--- src/rtl/gcd_pkg.sv ---
// Shared types and defaults for the subtractive GCD sequencer.
// Optional timeout limit is enabled with the GCD_TIMEOUT_EN macro.
package gcd_pkg;

  typedef enum logic [1:0] {
    IDLE = 2'd0,
    RUN  = 2'd1,
    DONE = 2'd2
  } gcd_state_e;

  localparam logic SEL_EXT  = 1'b0;
  localparam logic SEL_DIFF = 1'b1;

  localparam int unsigned GCD_ITER_W   = 8;
  localparam int unsigned GCD_MAX_ITER = 200;

endpackage

--- src/rtl/gcd_iter_counter.sv ---
// Saturating subtraction counter with synchronous clear and a compare against the
// timeout limit.
module gcd_iter_counter #(
  parameter int unsigned ITER_W   = 8,
  parameter int unsigned MAX_ITER = 200
) (
  input  logic              clock,
  input  logic              reset,
  input  logic              clear,
  input  logic              incr,
  output logic [ITER_W-1:0] count,
  output logic              hit_max
);

  localparam logic [ITER_W-1:0] MaxCount = ITER_W'(MAX_ITER);
  localparam logic [ITER_W-1:0] AllOnes  = {ITER_W{1'b1}};

  always_ff @(posedge clock or posedge reset) begin
    if (reset) begin
      count <= '0;
    end else if (clear) begin
      count <= '0;
    end else if (incr && (count != AllOnes)) begin
      count <= count + 1'b1;
    end
  end

  assign hit_max = (count == MaxCount);

endmodule

--- src/rtl/gcd_sequencer.sv ---
// Control FSM for the subtractive GCD datapath with request/response handshakes.
// Define GCD_TIMEOUT_EN to abort operations after MAX_ITER subtractions.
module gcd_sequencer
  import gcd_pkg::*;
#(
  parameter int unsigned ITER_W   = GCD_ITER_W,
  parameter int unsigned MAX_ITER = GCD_MAX_ITER
) (
  input  logic              clock,
  input  logic              reset,
  input  logic              in_valid,
  output logic              in_ready,
  output logic              out_valid,
  input  logic              out_ready,
  output logic              out_error,
  output logic [ITER_W-1:0] iter_count,
  input  logic              x_lt_y,
  input  logic              x_ne_y,
  output logic              x_sel,
  output logic              y_sel,
  output logic              x_en,
  output logic              y_en,
  output logic              output_en
);

  gcd_state_e state_q, state_d;
  logic       cnt_clear, cnt_incr, hit_max, timeout_hit;

  gcd_iter_counter #(
    .ITER_W   (ITER_W),
    .MAX_ITER (MAX_ITER)
  ) u_iter_counter (
    .clock   (clock),
    .reset   (reset),
    .clear   (cnt_clear),
    .incr    (cnt_incr),
    .count   (iter_count),
    .hit_max (hit_max)
  );

`ifdef GCD_TIMEOUT_EN
  logic err_q;

  assign timeout_hit = (state_q == RUN) && hit_max && x_ne_y;

  always_ff @(posedge clock or posedge reset) begin
    if (reset) begin
      err_q <= 1'b0;
    end else if (timeout_hit) begin
      err_q <= 1'b1;
    end else if ((state_q == DONE) && out_ready) begin
      err_q <= 1'b0;
    end
  end

  assign out_error = err_q;
`else
  logic unused_hit_max;

  assign unused_hit_max = hit_max;
  assign timeout_hit    = 1'b0;
  assign out_error      = 1'b0;
`endif

  always_ff @(posedge clock or posedge reset) begin
    if (reset) begin
      state_q <= IDLE;
    end else begin
      state_q <= state_d;
    end
  end

  always_comb begin
    state_d   = state_q;
    cnt_clear = 1'b0;
    cnt_incr  = 1'b0;
    unique case (state_q)
      IDLE: begin
        if (in_valid) begin
          state_d   = RUN;
          cnt_clear = 1'b1;
        end
      end
      RUN: begin
        if (timeout_hit || !x_ne_y) begin
          state_d = DONE;
        end else begin
          cnt_incr = 1'b1;
        end
      end
      DONE: begin
        if (out_ready) state_d = IDLE;
      end
      default: state_d = IDLE;
    endcase
  end

  // Outputs are forced low while reset is held so every output reads 0 in reset.
  always_comb begin
    in_ready  = 1'b0;
    out_valid = 1'b0;
    x_sel     = SEL_EXT;
    y_sel     = SEL_EXT;
    x_en      = 1'b0;
    y_en      = 1'b0;
    output_en = 1'b0;
    if (!reset) begin
      unique case (state_q)
        IDLE: begin
          in_ready = 1'b1;
          if (in_valid) begin
            x_en = 1'b1;
            y_en = 1'b1;
          end
        end
        RUN: begin
          if (timeout_hit) begin
            output_en = 1'b0;
          end else if (!x_ne_y) begin
            output_en = 1'b1;
          end else if (x_lt_y) begin
            y_sel = SEL_DIFF;
            y_en  = 1'b1;
          end else begin
            x_sel = SEL_DIFF;
            x_en  = 1'b1;
          end
        end
        DONE: out_valid = 1'b1;
        default: ;
      endcase
    end
  end

endmodule

--- config.mk ---
export PLATFORM = sky130hd
export DESIGN_NAME = gcd_sequencer
export DESIGN_NICKNAME = d
export VERILOG_FILES = /design/src/rtl/gcd_pkg.sv /design/src/rtl/gcd_iter_counter.sv /design/src/rtl/gcd_sequencer.sv
export SDC_FILE = /design/constraint.sdc
export NUM_CORES = 1
export LEC_CHECK = 0
export BUFFER_PORTS_ARGS = -buffer_cell sky130_fd_sc_hd__buf_2
export CAP_MARGIN = 20
export CELL_PAD_IN_SITES_DETAIL_PLACEMENT = 0
export CELL_PAD_IN_SITES_GLOBAL_PLACEMENT = 1
export CORE_MARGIN = 5
export CORE_UTILIZATION = 36
export DETAILED_ROUTE_END_ITERATION = 12
export PLACE_DENSITY_LB_ADDON = 0.2
export SLEW_MARGIN = 10
export SYNTH_ARGS = -nofsm -noshare
export SYNTH_HDL_FRONTEND = slang
export SYNTH_SLANG_ARGS = --single-unit
--- constraint.sdc ---
create_clock -name clock -period 3.3 [get_ports clock]
set_input_delay 0 -clock clock [delete_from_list [all_inputs] [get_ports clock]]
set_output_delay 0 -clock clock [all_outputs]
set_load 0.02 [all_outputs]
# Word-level counts from Yosys, hierarchy flattened
# Index checks and enable logic that the tools add are counted.
[totals]
reg_bits = 10
in_bits = 6
word_cells = 42
[classes]
reduce_logical = 4
eq_ne = 6
n_addsub = 1
mux = 29
[op_table]
columns = ["op", "count"]
rows = [
  ["$mux 1", 21],
  ["$mux 8", 2],
  ["$add 8x1->8 const B", 1],
  ["$ne 8x8->1 const B", 1],
  ["$mux 2", 3],
  ["$ne 2x2->1 const B", 3],
  ["$pmux 2 s3", 1],
  ["$pmux 1 s2", 2],
  ["$reduce_and 3->1", 1],
  ["$eq 2x1->1 const B", 1],
  ["$eq 2x2->1 const B", 1],
  ["$logic_not 2->1", 1],
  ["$reduce_bool 2->1", 1],
  ["$logic_and 1x1->1", 1],
]

# Longest topological paths before layout
# Gate-level depths: netlist (run 1).
[depth]
depth_word = 5
depth_mapped = 5
mapped_depth_nobuf = 5

# Hierarchy
# A second synthesis (run 1) with hierarchy kept.
[unflattened]
cells_unflattened = 73
hier_area_um2 = 673.1
[by_module_without_submodules]
columns = ["mod", "area_each_um2", "cells_per_inst", "seq_area_each_um2", "instances"]
rows = [
  ["gcd_iter_counter", 486.7, 49, 200.2, 1],
  ["gcd_sequencer", 186.4, 24, 50.0, 1],
]

# Worst setup path after synthesis (run 1)
# Ideal clock, no wire load.
[synth_timing]
path_kind = "register to register"
start = "register u_iter_counter.count[0]"
end = "register u_iter_counter.count[0]"
slack_ns = 1.941
setup_ns = 0.083
t_arrival_ns = 1.276
path_stages_with_launch = 6
n_path_buf = 0
cell_sequence = "dfrtp_1 ha_1 nand3_1 o21ai_0 nand3_1 o21ai_0"
[synth_via]
elab_chain_len = 3
elab_cells_between_ends = 6
cone_classes = "1 x add/sub; 1 x eq/ne; 2 x mux; 2 x reduce/logical"
[synth_rtl]
columns = ["item", "line", "rtl"]
rows = [
  ["start: declaration", "gcd_iter_counter.sv:11", "output logic [ITER_W-1:0] count,"],
  ["start signal: assignment", "gcd_iter_counter.sv:24", "count <= count + 1'b1;"],
  ["$add 8x1->8 or $ne 8x8->1 (tied branches)", "gcd_iter_counter.sv:24, gcd_iter_counter.sv:23", ""],
  ["$mux 8 or $logic_and 1x1->1 (tied branches)", "gcd_iter_counter.sv:23", "end else if (incr && (count != AllOnes)) begin"],
  ["$mux 8 or $reduce_bool 2->1 (tied branches)", "-", ""],
]
# Several ways; a longest one is shown, not always the timed one. The select of a mux whose other input is x is not followed.
# A chain may end at the register's enable or synchronous reset.

# Worst setup path in the final report (run 1)
[layout_timing]
start = "register state_q[1]"
end = "output port x_en"
[layout_via]
elab_chain_len = 3
elab_cells_between_ends = 4
cone_classes = "1 x eq/ne; 2 x mux; 1 x reduce/logical"
[layout_rtl]
columns = ["item", "line", "rtl"]
rows = [
  ["start: declaration", "gcd_sequencer.sv:26", "gcd_state_e state_q, state_d;"],
  ["start signal: assignment", "gcd_sequencer.sv:69", "state_q <= state_d;"],
  ["$eq 2x1->1 or $logic_not 2->1 (tied branches)", "gcd_sequencer.sv:108", "unique case (state_q)"],
  ["$pmux 1 s2 (*)", "gcd_sequencer.sv:108", ""],
  ["$mux 1 (*)", "gcd_sequencer.sv:107", "if (!reset) begin"],
  ["end: declaration", "gcd_sequencer.sv:21", "output logic x_en,"],
]
# Every way passes the cells marked *; elsewhere a longest branch is shown, timed or not.

==> results.ini, run 1 <==
[route]
drt_iter0_markers=9
drtPass1Iterations=4
drt-total-wl_um=1360
drtAntennaViolNets=0
post-route-drc-count=0
wl_per_cell_um=12.5
viasPerCell=5.29
via_count=577

[power_and_ir_drop]
sw_frac_of_total_pct=42.2
p_per_area_nw_per_um2=572
pwr-share-clk_pct=19.6
internal-power_uw=251
p_switching_uw=184
leakage_uw=0.000390
vdd_ir_drop_max_mv=0.322
comb_power_share_pct=39.5
power_frac_seq_pct=40.9

[critical_path]
arrival_ns=1.49
cp_max_fo=9
crit_chain=nor2_1, and2_1, nor2_1, nor3_1, buf_2
critPathTopFamily=simple AND/OR/NAND/NOR gates
slowest_stage=dfrtp_1
end_kind=output pin
startpoint_type=register
cp_common_cell=nor2_1
path_buf_inv=1
required_ns=3.30
cpPeakStageDelay_ns=0.46
crit_type=reg -> out

[synth]
ys_seq_area_share_pct=40.7
syn_area_per_cell_um2=8.92
synth.cell_area_um2=616
syn-num-nets=76
yosys_warnings=0
synth_seq_cells=10
syn_inst=69
synth.distinct_cells=28

[run]
maxCapViolCount=0

[global_routing]
grt_pass1_wl_um=2290
grt_max_degree=12
antenna_found_initial=0
grt_pass1_vias=535
track_usage_pct=11.8
grt-ovfl-total=0

[clocking]
clock_sinks=10
cts-root-buf=clkbuf_4
cts_tree=done
post_cts.repair.setup_buffers=0
cts_buffer_depth=2
h-tree-depth=1
cts-hold-fix-buffers=2
path_clk_slew_ns=0.07
numCtsBuffers=3
clk_latency_ns=0.27
cts.repair.resized=0

[die]
floorplan.initialDensity_pct=36.9
fp.dieW_um=51.4
fp.dieH_um=51.4
core_um2=1670
die_area_um2=2640
rows=15
ioPinCount=22

[finish]
final_common_cell=buf_2
postLayoutCoreUtil_pct=45.5
final_cell_mix=20 x buf_2, 10 x dfrtp_1, 7 x nor2_1, 7 x nor3_1, 7 x nand2_1
area_growth_pct=23.6
drive_gt1_share_pct=30.4
n_antenna_cell=0
nNetsFinal=101

[placement]
dpl_worst_slack_ns=1.89
gp_congestion=0.701
hpwlAfterDp_um=1050
portBuffers=20

[hold_path]
hold_class=in -> reg

[sta]
timing.final.crit_share_pct=45.2
fmax_mhz=671
finClkSkew_ns=0.00157
min_period_ns=1.49
maxSlewViolCount=0
timing.hold.ws_ns=0.0591
grt_setup_unrepaired=no
finalSetupViolCount=0
tns_ns=0
hold_violations=0
fin_ws_ns=1.81

[outcome]
status=completed

-- flip-flops by register name, summed over array words and instances, names as in the netlist --
signal and cells:
state_q 2, u_iter_counter.count 8
-- routing by layer --
metal  wire length (um)  global-route usage (%)  share of wire, %
met1                642                    14.4                47
met2                626                    18.5                46
met3                 64                    3.50               4.7
met4                 25                    6.55               1.8
met5                  0                       0                 0
-- area by class of cell --
| cell class | instances | area, um2 |
|---|---|---|
| Sequential cell | 10 | 250 |
| Tap cell | 17 | 21.3 |
| Multi-Input combinational cell | 54 | 335 |
| Clock buffer | 3 | 22.5 |
| Inverter | 3 | 11.3 |
| Fill cell | 172 | 910 |
| Timing Repair Buffer | 22 | 120 |
-- synthesized netlist by cell type, drive strengths merged --
cell    number  area share (%)
conb         1            0.61
xor2         1             1.4
o211ai       2             2.4
nand4        1             2.0
dfrtp       10              41
or2          1             1.4
nand3b       1             3.3
buf          2             3.0
inv          3             1.8
o22ai        1             1.0
a21oi        3             2.4
o31ai        2             2.4
nand2b       1             1.0
and2         1             1.0
or2b         1             1.4
nand3        5             4.1
nor2         7             4.3
or3          1             1.0
o21ai        3             2.4
mux2i        2             3.3
o2111a       1             1.8
nand2        7             4.3
ha           1             2.0
nor3         8             7.3
and3         2             2.0
and3b        1             1.4
-- worst reg2reg max path, stage by stage (launching register included) --
cell      delay, ns
dfrtp_1        0.46
nand3b_4       0.22
or2_4          0.29
nor3_2         0.18
mux2i_1        0.19
-- cells by family (layout without fill, tap and decap cells) --
family	Yosys count	count (layout)	share of synthesized area (%)
AO/OA/AOI/OAI	12	12	12.6
XOR/XNOR	1	1	1.42
adder cells (fa/ha/maj)	1	1	2.03
buffers and inverters	5	28	4.88
flip-flops	10	10	40.7
multiplexers	2	2	3.25
other	1	1	0.609
AND/OR/NAND/NOR	37	37	34.6
-- worst paths after layout --
| path | startpoint | endpoint | slack (ns) | cells after the start |
|---|---|---|---|---|
| hold / removal | x_ne_y | state_q[0]$_DFFE_PP0P_ | 0.06 | 3 |
| setup / recovery | state_q[1]$_DFFE_PP0P_ | x_en | 1.81 | 5 |
| max in group asynchronous | reset | u_iter_counter.count[7]$_DFFE_PP0P_ | 2.67 | 3 |
| min in group asynchronous | reset | u_iter_counter.count[6]$_DFFE_PP0P_ | 0.33 | 3 |
| setup reg to reg | state_q[1]$_DFFE_PP0P_ | u_iter_counter.count[5]$_DFFE_PP0P_ | 1.88 | 4 |
| hold reg to reg | u_iter_counter.count[5]$_DFFE_PP0P_ | u_iter_counter.count[5]$_DFFE_PP0P_ | 0.54 | 1 |
-- power groups by stage --
stage / sequential (uW) / clock, uW / combinational, uW
2_1_floorplan: 181 / 0 / 128
3_3_place_gp: 181 / 0 / 173
3_5_place_dp: 180 / 0 / 172
4_1_cts: 178 / 88.5 / 175
5_1_grt: 184 / 94.8 / 192
6_report: 178 / 85.3 / 172
-- through the flow --
step,cell area (um2),instances,power [uW]
2_1_floorplan,616,69,309
3_3_place_gp,718,104,355
3_5_place_dp,718,104,352
4_1_cts,761,109,441
5_1_grt,761,109,471
6_report,761,109,435
No activity file was read; power rests on OpenSTA's default activity.
==> inputs of run 2 (changes only) <==
Settings changed: ABC_AREA from default to 1, CORE_UTILIZATION 36 to 33.
Clock period 3.3 ns to 1.5 ns, I/O delays scaled along.
==> run 2 against run 1 <==
Against the previous run: cell count increased by 37%; count of clock-buffer cells in the layout increased by 1; power increased to 2.9 times the previous value; critical path type unchanged.
==> results.ini, run 2 <==
[clocking]
numCtsBuffers=3  ; unchanged
post_cts.repair.setup_buffers=0  ; unchanged
clock_sinks=10  ; unchanged
cts_tree=done
cts-root-buf=clkbuf_4
h-tree-depth=1  ; unchanged
clk_latency_ns=0.28  ; about the same
path_clk_slew_ns=0.07  ; about the same
cts_buffer_depth=2  ; unchanged

[synth]
yosys.area.top_type=dfrtp_1
synth_common_cells=32 x nand2_1, 10 x dfrtp_1, 9 x nor2_1
synth.distinct_cells=24  ; -14%
synth.area.top_cells=dfrtp_1 38%, nand2_1 18%, nand3_1 5.3%
yosys_warnings=0  ; unchanged
synth_most_common_cell=nand2_1
synth_seq_cells=10  ; unchanged
synth_edf_count=0  ; unchanged
synth_top_area_share_pct=38.1  ; -2.6 points
ys_seq_area_share_pct=38.1  ; -2.6 points
syn_inst=95  ; +38%
ys.flop_type=dfrtp_1
synth.cell_area_um2=657  ; +6.7%
async_reset_ff_share_pct=100  ; unchanged
syn_area_per_cell_um2=6.91  ; -22%
syn-num-nets=102  ; +34%

[route]
post-route-drc-count=0  ; unchanged
wl_per_cell_um=10.7  ; -14%
via_count=685  ; +19%
viasPerCell=4.60  ; -13%
drtPass1Iterations=4  ; unchanged
drt-total-wl_um=1600  ; +18%
drtAntennaViolNets=0  ; unchanged
drt_iter0_markers=9  ; unchanged

[finish]
final_common_cell=nand2_1
final_cell_mix=32 x nand2_1, 19 x buf_2, 10 x dfrtp_1
reg_top3=u_iter_counter.count x8, state_q x2
regArea_um2=250  ; unchanged
area_growth_pct=33.1
n_antenna_cell=0  ; unchanged
drive_gt1_share_pct=32.0  ; +1.5 points
top_register=u_iter_counter.count
nNetsFinal=130  ; +29%
fillers=221  ; +28%
postLayoutCoreUtil_pct=45.5  ; about the same
largest_register_ffs=8  ; unchanged
multi_input_area_um2=360  ; +7.5%

[power_and_ir_drop]
p_per_area_nw_per_um2=1450  ; +150%
internal-power_uw=695  ; +180%
comb_power_share_pct=47.4  ; +7.9 points
sw_frac_of_total_pct=45.1  ; +2.9 points
p_switching_uw=571  ; +210%
vdd_ir_drop_max_mv=0.796  ; +150%
pwr-share-clk_pct=19.9  ; +0.3 points
leakage_uw=0.000491  ; +26%
power_frac_seq_pct=32.6  ; -8.3 points

[run]
maxCapViolCount=0  ; unchanged

[sta]
grt_setup_unrepaired=no
maxSlewViolCount=0  ; unchanged
timing.final.crit_share_pct=94.1
fmax_mhz=708
finClkSkew_ns=0.00279  ; +0.00121 ns
finalSetupViolCount=0  ; unchanged
tns_ns=0  ; unchanged
hold_violations=0  ; unchanged
min_period_ns=1.41

[die]
fp.dieW_um=54.6  ; +6.4%
core_um2=1920  ; +15%
die_area_um2=2980  ; +13%
floorplan.initialDensity_pct=34.2  ; -2.7 points
ioPinCount=22  ; unchanged
rows=16  ; +1
fp.dieH_um=54.6  ; +6.4%

[placement]
hpwlAfterDp_um=1200  ; +15%
portBuffers=20  ; unchanged
gp_congestion=0.764  ; +9.0%

[critical_path]
critPathTopFamily=flip-flops
crit_chain=inv_2, nand3_4, or2_1, a21oi_1, buf_4
slowest_stage=dfrtp_1
end_kind=output pin
startpoint_type=register
required_ns=1.50  ; -1.80 ns
cp_max_fo=4  ; -5
crit_type=reg -> out
arrival_ns=1.41  ; -0.08 ns
cpPeakStageDelay_ns=0.39  ; -0.07 ns
path_buf_inv=2  ; +1

[global_routing]
grt_pass1_wl_um=2420  ; +5.5%
grt-ovfl-total=0  ; unchanged
grt_pass1_vias=554  ; +3.6%
track_usage_pct=11.7  ; -0.11 points
grt_max_degree=11  ; -1
antenna_found_initial=0  ; unchanged

[hold_path]
hold_class=in -> reg

[outcome]
status=completed

## run 2: final cells by class
type | count | area share [%]
multi-input cells | 70 | 41.2
flip-flops and latches | 10 | 28.6
clock buffers | 4 | 4.15
well taps | 27 | 3.86
repair buffers | 24 | 16.0
inverters | 14 | 6.15
## run 2: worst paths after layout
path,start,to,slack (ns),cells past startpoint
min in group asynchronous,reset,u_iter_counter.count[3]$_DFFE_PP0P_,0.32,4
max,state_q[1]$_DFFE_PP0P_,x_en,0.09,5
min reg2reg,u_iter_counter.count[1]$_DFFE_PP0P_,u_iter_counter.count[1]$_DFFE_PP0P_,0.53,2
max reg2reg,state_q[1]$_DFFE_PP0P_,state_q[1]$_DFFE_PP0P_,0.14,4
max in group asynchronous,reset,u_iter_counter.count[4]$_DFFE_PP0P_,1.03,4
min,x_ne_y,state_q[0]$_DFFE_PP0P_,0.05,3
## run 2: cells by family (layout without fill, tap and decap cells)
| kind of cell | Yosys count | in the layout | synth area share (%) |
|---|---|---|---|
| AO/OA/AOI/OAI | 9 | 9 | 7.62 |
| AND/OR/NAND/NOR | 59 | 59 | 42.5 |
| other | 1 | 1 | 0.571 |
| buffers and inverters | 15 | 42 | 9.33 |
| adder cells (fa/ha/maj) | 1 | 1 | 1.90 |
| flip-flops | 10 | 10 | 38.1 |
## run 2: tightest hold or removal path, delay by kind of cell
| family | cells | cell delay [ns] |
|---|---|---|
| buffers and inverters | 1 | 0.13 |
| AND/OR/NAND/NOR | 2 | 0.16 |
## run 2: power by group through the flow
stage               clock network [uW]  logic [uW]  registers [uW]
global placement                     0         575             409
finish                             252         601             413
floorplan                            0         357             457
detailed placement                   0         573             412
CTS                                252         594             408
global route                       270         665             424
## run 2: per-layer routing
| metal | up-vias | GRT usage, % | routed length, um |
|---|---|---|---|
| met4 | 0 | 7.47 | 39 |
| met1 | 309 | 12.7 | 708 |
| li1 | 350 | - | - |
| met5 | - | 0 | 0 |
| met2 | 21 | 20.1 | 731 |
| met3 | 5 | 2.72 | 120 |
## run 2: timing repair
action                                 in CTS  in global routing
endpoints found under the hold margin      11                  0
hold buffers                                3                  0
setup endpoints to repair                   0                  2
resized for setup                           0                  3
## run 2: per-stage QoR
| step | instances | worst slack (ns) | area, um2 | power, uW | hold slack, ns |
|---|---|---|---|---|---|
| finish | 149 | 0.0882 | 875 | 1270 | 0.0529 |
| global route | 149 | 0.00124 | 875 | 1360 | 0.0585 |
| global placement | 142 | 0.110 | 791 | 984 | 0.0605 |
| detailed placement | 142 | 0.0914 | 791 | 985 | 0.0588 |
| floorplan | 95 | 0.121 | 657 | 813 | -0.152 |
| CTS | 149 | 0.0494 | 857 | 1250 | 0.0679 |
==> inputs of run 3 (changes only) <==
Settings changed: CORE_UTILIZATION 33 to 35, CTS_BUF_LIST from default to sky130_fd_sc_hd__clkbuf_2 sky130_fd_sc_hd__clkbuf_4 sky130_fd_sc_hd__clkbuf_8, SYNTH_HIERARCHICAL from default to 1.
==> run 3 against run 2 <==
Against the previous run: area after synthesis increased by 6.5%; clock power down 4%; power decreased by 1.2%.
==> results.ini, run 3 <==
[die]
die_area_um2=2990  ; +0.31%
core_um2=1940  ; +1.0%
rows=16  ; unchanged
ioPinCount=22  ; unchanged
floorplan.initialDensity_pct=36.0  ; +1.8 points
fp.dieH_um=54.7  ; +0.16%
fp.dieW_um=54.7  ; +0.16%

[placement]
portBuffers=20  ; unchanged
hpwlAfterDp_um=1280  ; +6.4%
placedCellCount=151  ; +6.3%
postPlaceCellArea_um2=818  ; +3.5%
gp_congestion=0.750  ; -1.8%

[finish]
nNetsFinal=141  ; +8.5%
reg_top3=u_iter_counter/count x8, state_q x2
largest_register_ffs=8  ; unchanged
fin_area_um2=896  ; +2.4%
top_register=u_iter_counter/count
final_common_cell=nand2_1
n_antenna_cell=0  ; unchanged
area_growth_pct=28.1
finalNonFillerCells=159  ; +6.7%
final_cell_mix=29 x nand2_1, 20 x buf_2, 15 x nand3_1
drive_gt1_share_pct=26.5  ; -5.5 points

[route]
drtAntennaViolNets=0  ; unchanged
drtPass1Iterations=4  ; unchanged
viasPerCell=4.57  ; -0.54%
via_count=727  ; +6.1%
wl_per_cell_um=10.7  ; -0.61%
post-route-drc-count=0  ; unchanged
drt-total-wl_um=1700  ; +6.1%
drt_iter0_markers=12  ; +3

[critical_path]
reg2reg_to=state_q[1]$_DFFE_PP0P_
end_kind=register
arrival_ns=1.55  ; +0.14 ns
cp_max_fo=5  ; +1
startpoint_type=register
path_buf_inv=2  ; unchanged
reg2reg_depth=4  ; unchanged
rr_startpoint=state_q[1]$_DFFE_PP0P_
rrSetupSlack_ns=0.15  ; about the same
crit_chain=inv_1, nand2_1, o22ai_1, dlygate4sd3_1
required_ns=1.70  ; +0.20 ns
cpPeakStageDelay_ns=0.56  ; +0.17 ns
crit_type=reg -> reg
slowest_stage=dlygate4sd3_1
critPathTopFamily=buffers and inverters

[sta]
min_period_ns=1.35  ; -0.0656 ns
tns_ns=0  ; unchanged
timing.final.crit_share_pct=89.7  ; -4.4 points
grt_setup_unrepaired=no
fmax_mhz=743  ; +4.9%
maxSlewViolCount=0  ; unchanged
finClkSkew_ns=0.00109  ; -0.00170 ns
timing.hold.ws_ns=0.0188  ; -0.0341 ns
hold_violations=0  ; unchanged
finalSetupViolCount=0  ; unchanged

[clocking]
cts_buffer_depth=2  ; unchanged
numCtsBuffers=3  ; unchanged
cts_tree=done
clock_sinks=10  ; unchanged
clk_latency_ns=0.26  ; -0.02 ns
path_clk_slew_ns=0.07  ; about the same
h-tree-depth=1  ; unchanged
cts-root-buf=clkbuf_4
post_cts.repair.setup_buffers=0  ; unchanged

[hold_path]
worstHoldEndpoint=state_q[0]$_DFFE_PP0P_
worstHoldStart=x_ne_y
hold_depth=3  ; unchanged
hold_class=in -> reg

[global_routing]
met1_usage_pct=18.5  ; +5.8 points
track_usage_pct=14.0  ; +2.3 points
busiest_layer=met2
gr-usage-met2_pct=20.7  ; +0.59 points
grt_pass1_vias=694  ; +25%
use_met3_pct=3.27  ; +0.54 points
grt_pass1_wl_um=2920  ; +21%
grt-ovfl-total=0  ; unchanged
antenna_found_initial=0  ; unchanged
grt_max_degree=15  ; +4

[synth]
syn-num-nets=115  ; +13%
syn_inst=107  ; +13%
yosys_warnings=6  ; +6
syn_area_per_cell_um2=6.54  ; -5.5%
synth.cell_area_um2=699  ; +6.5%

[power_and_ir_drop]
power_uw=1250  ; -1.2%
leakage_uw=0.000500  ; +1.9%
vdd_ir_drop_max_mv=0.668  ; -16%
p_per_area_nw_per_um2=1400  ; -3.6%

[run]
maxCapViolCount=0  ; unchanged

[outcome]
status=completed

run 3: final cells by class:
| type | instances | area [um2] |
|---|---|---|
| fill | 210 | 1050 |
| multi-input combinational | 76 | 364 |
| sequential | 10 | 250 |
| timing repair buffer | 23 | 130 |
| inverter | 18 | 73.8 |
| clock buffer | 4 | 36.3 |
| tap | 27 | 33.8 |
| timing repair inverter | 1 | 7.51 |
run 3: timing repair:
action	CTS	global route
endpoints found under the setup margin	0	3
gates resized for setup	0	3
endpoints found under the hold margin	11	0
hold buffers	3	0
run 3: per-layer routing:
layer | share of wire [%] | up-vias
li1 | - | 378
met1 | 51 | 331
met2 | 42 | 16
met3 | 5.5 | 2
met4 | 0.77 | 0
met5 | 0 | -
run 3: tightest hold or removal path, delay by kind of cell:
kind	cells	cell delay, ns
AND/OR/NAND/NOR	2	0.12
buffers and inverters	1	0.12
run 3: report_power, final:
| group | switching (uW) | internal [uW] |
|---|---|---|
| clock network | 94.5 | 147 |
| logic | 395 | 196 |
| registers | 86.2 | 332 |
run 3: stage by stage:
step                      worst slack [ns]  util, %
final                                0.154     46.1
after global routing                0.0276     46.1
after CTS                            0.110     45.6
after detailed placement             0.124     42.1
after global placement              0.0893     42.1
after floorplan                      0.148        -
run 3: worst max-delay path by stage:
stage,from,end,slack [ns],cells past startpoint
floorplan,u_iter_counter/count[1]$_DFFE_PP0P_,u_iter_counter/count[0]$_DFFE_PP0P_,0.15,8
global placement,state_q[1]$_DFFE_PP0P_,u_iter_counter/count[7]$_DFFE_PP0P_,0.09,6
detailed placement,state_q[1]$_DFFE_PP0P_,u_iter_counter/count[7]$_DFFE_PP0P_,0.12,6
CTS,state_q[1]$_DFFE_PP0P_,u_iter_counter/count[7]$_DFFE_PP0P_,0.11,6
global route,u_iter_counter/count[1]$_DFFE_PP0P_,u_iter_counter/count[3]$_DFFE_PP0P_,0.03,8
finish,state_q[1]$_DFFE_PP0P_,state_q[1]$_DFFE_PP0P_,0.15,4
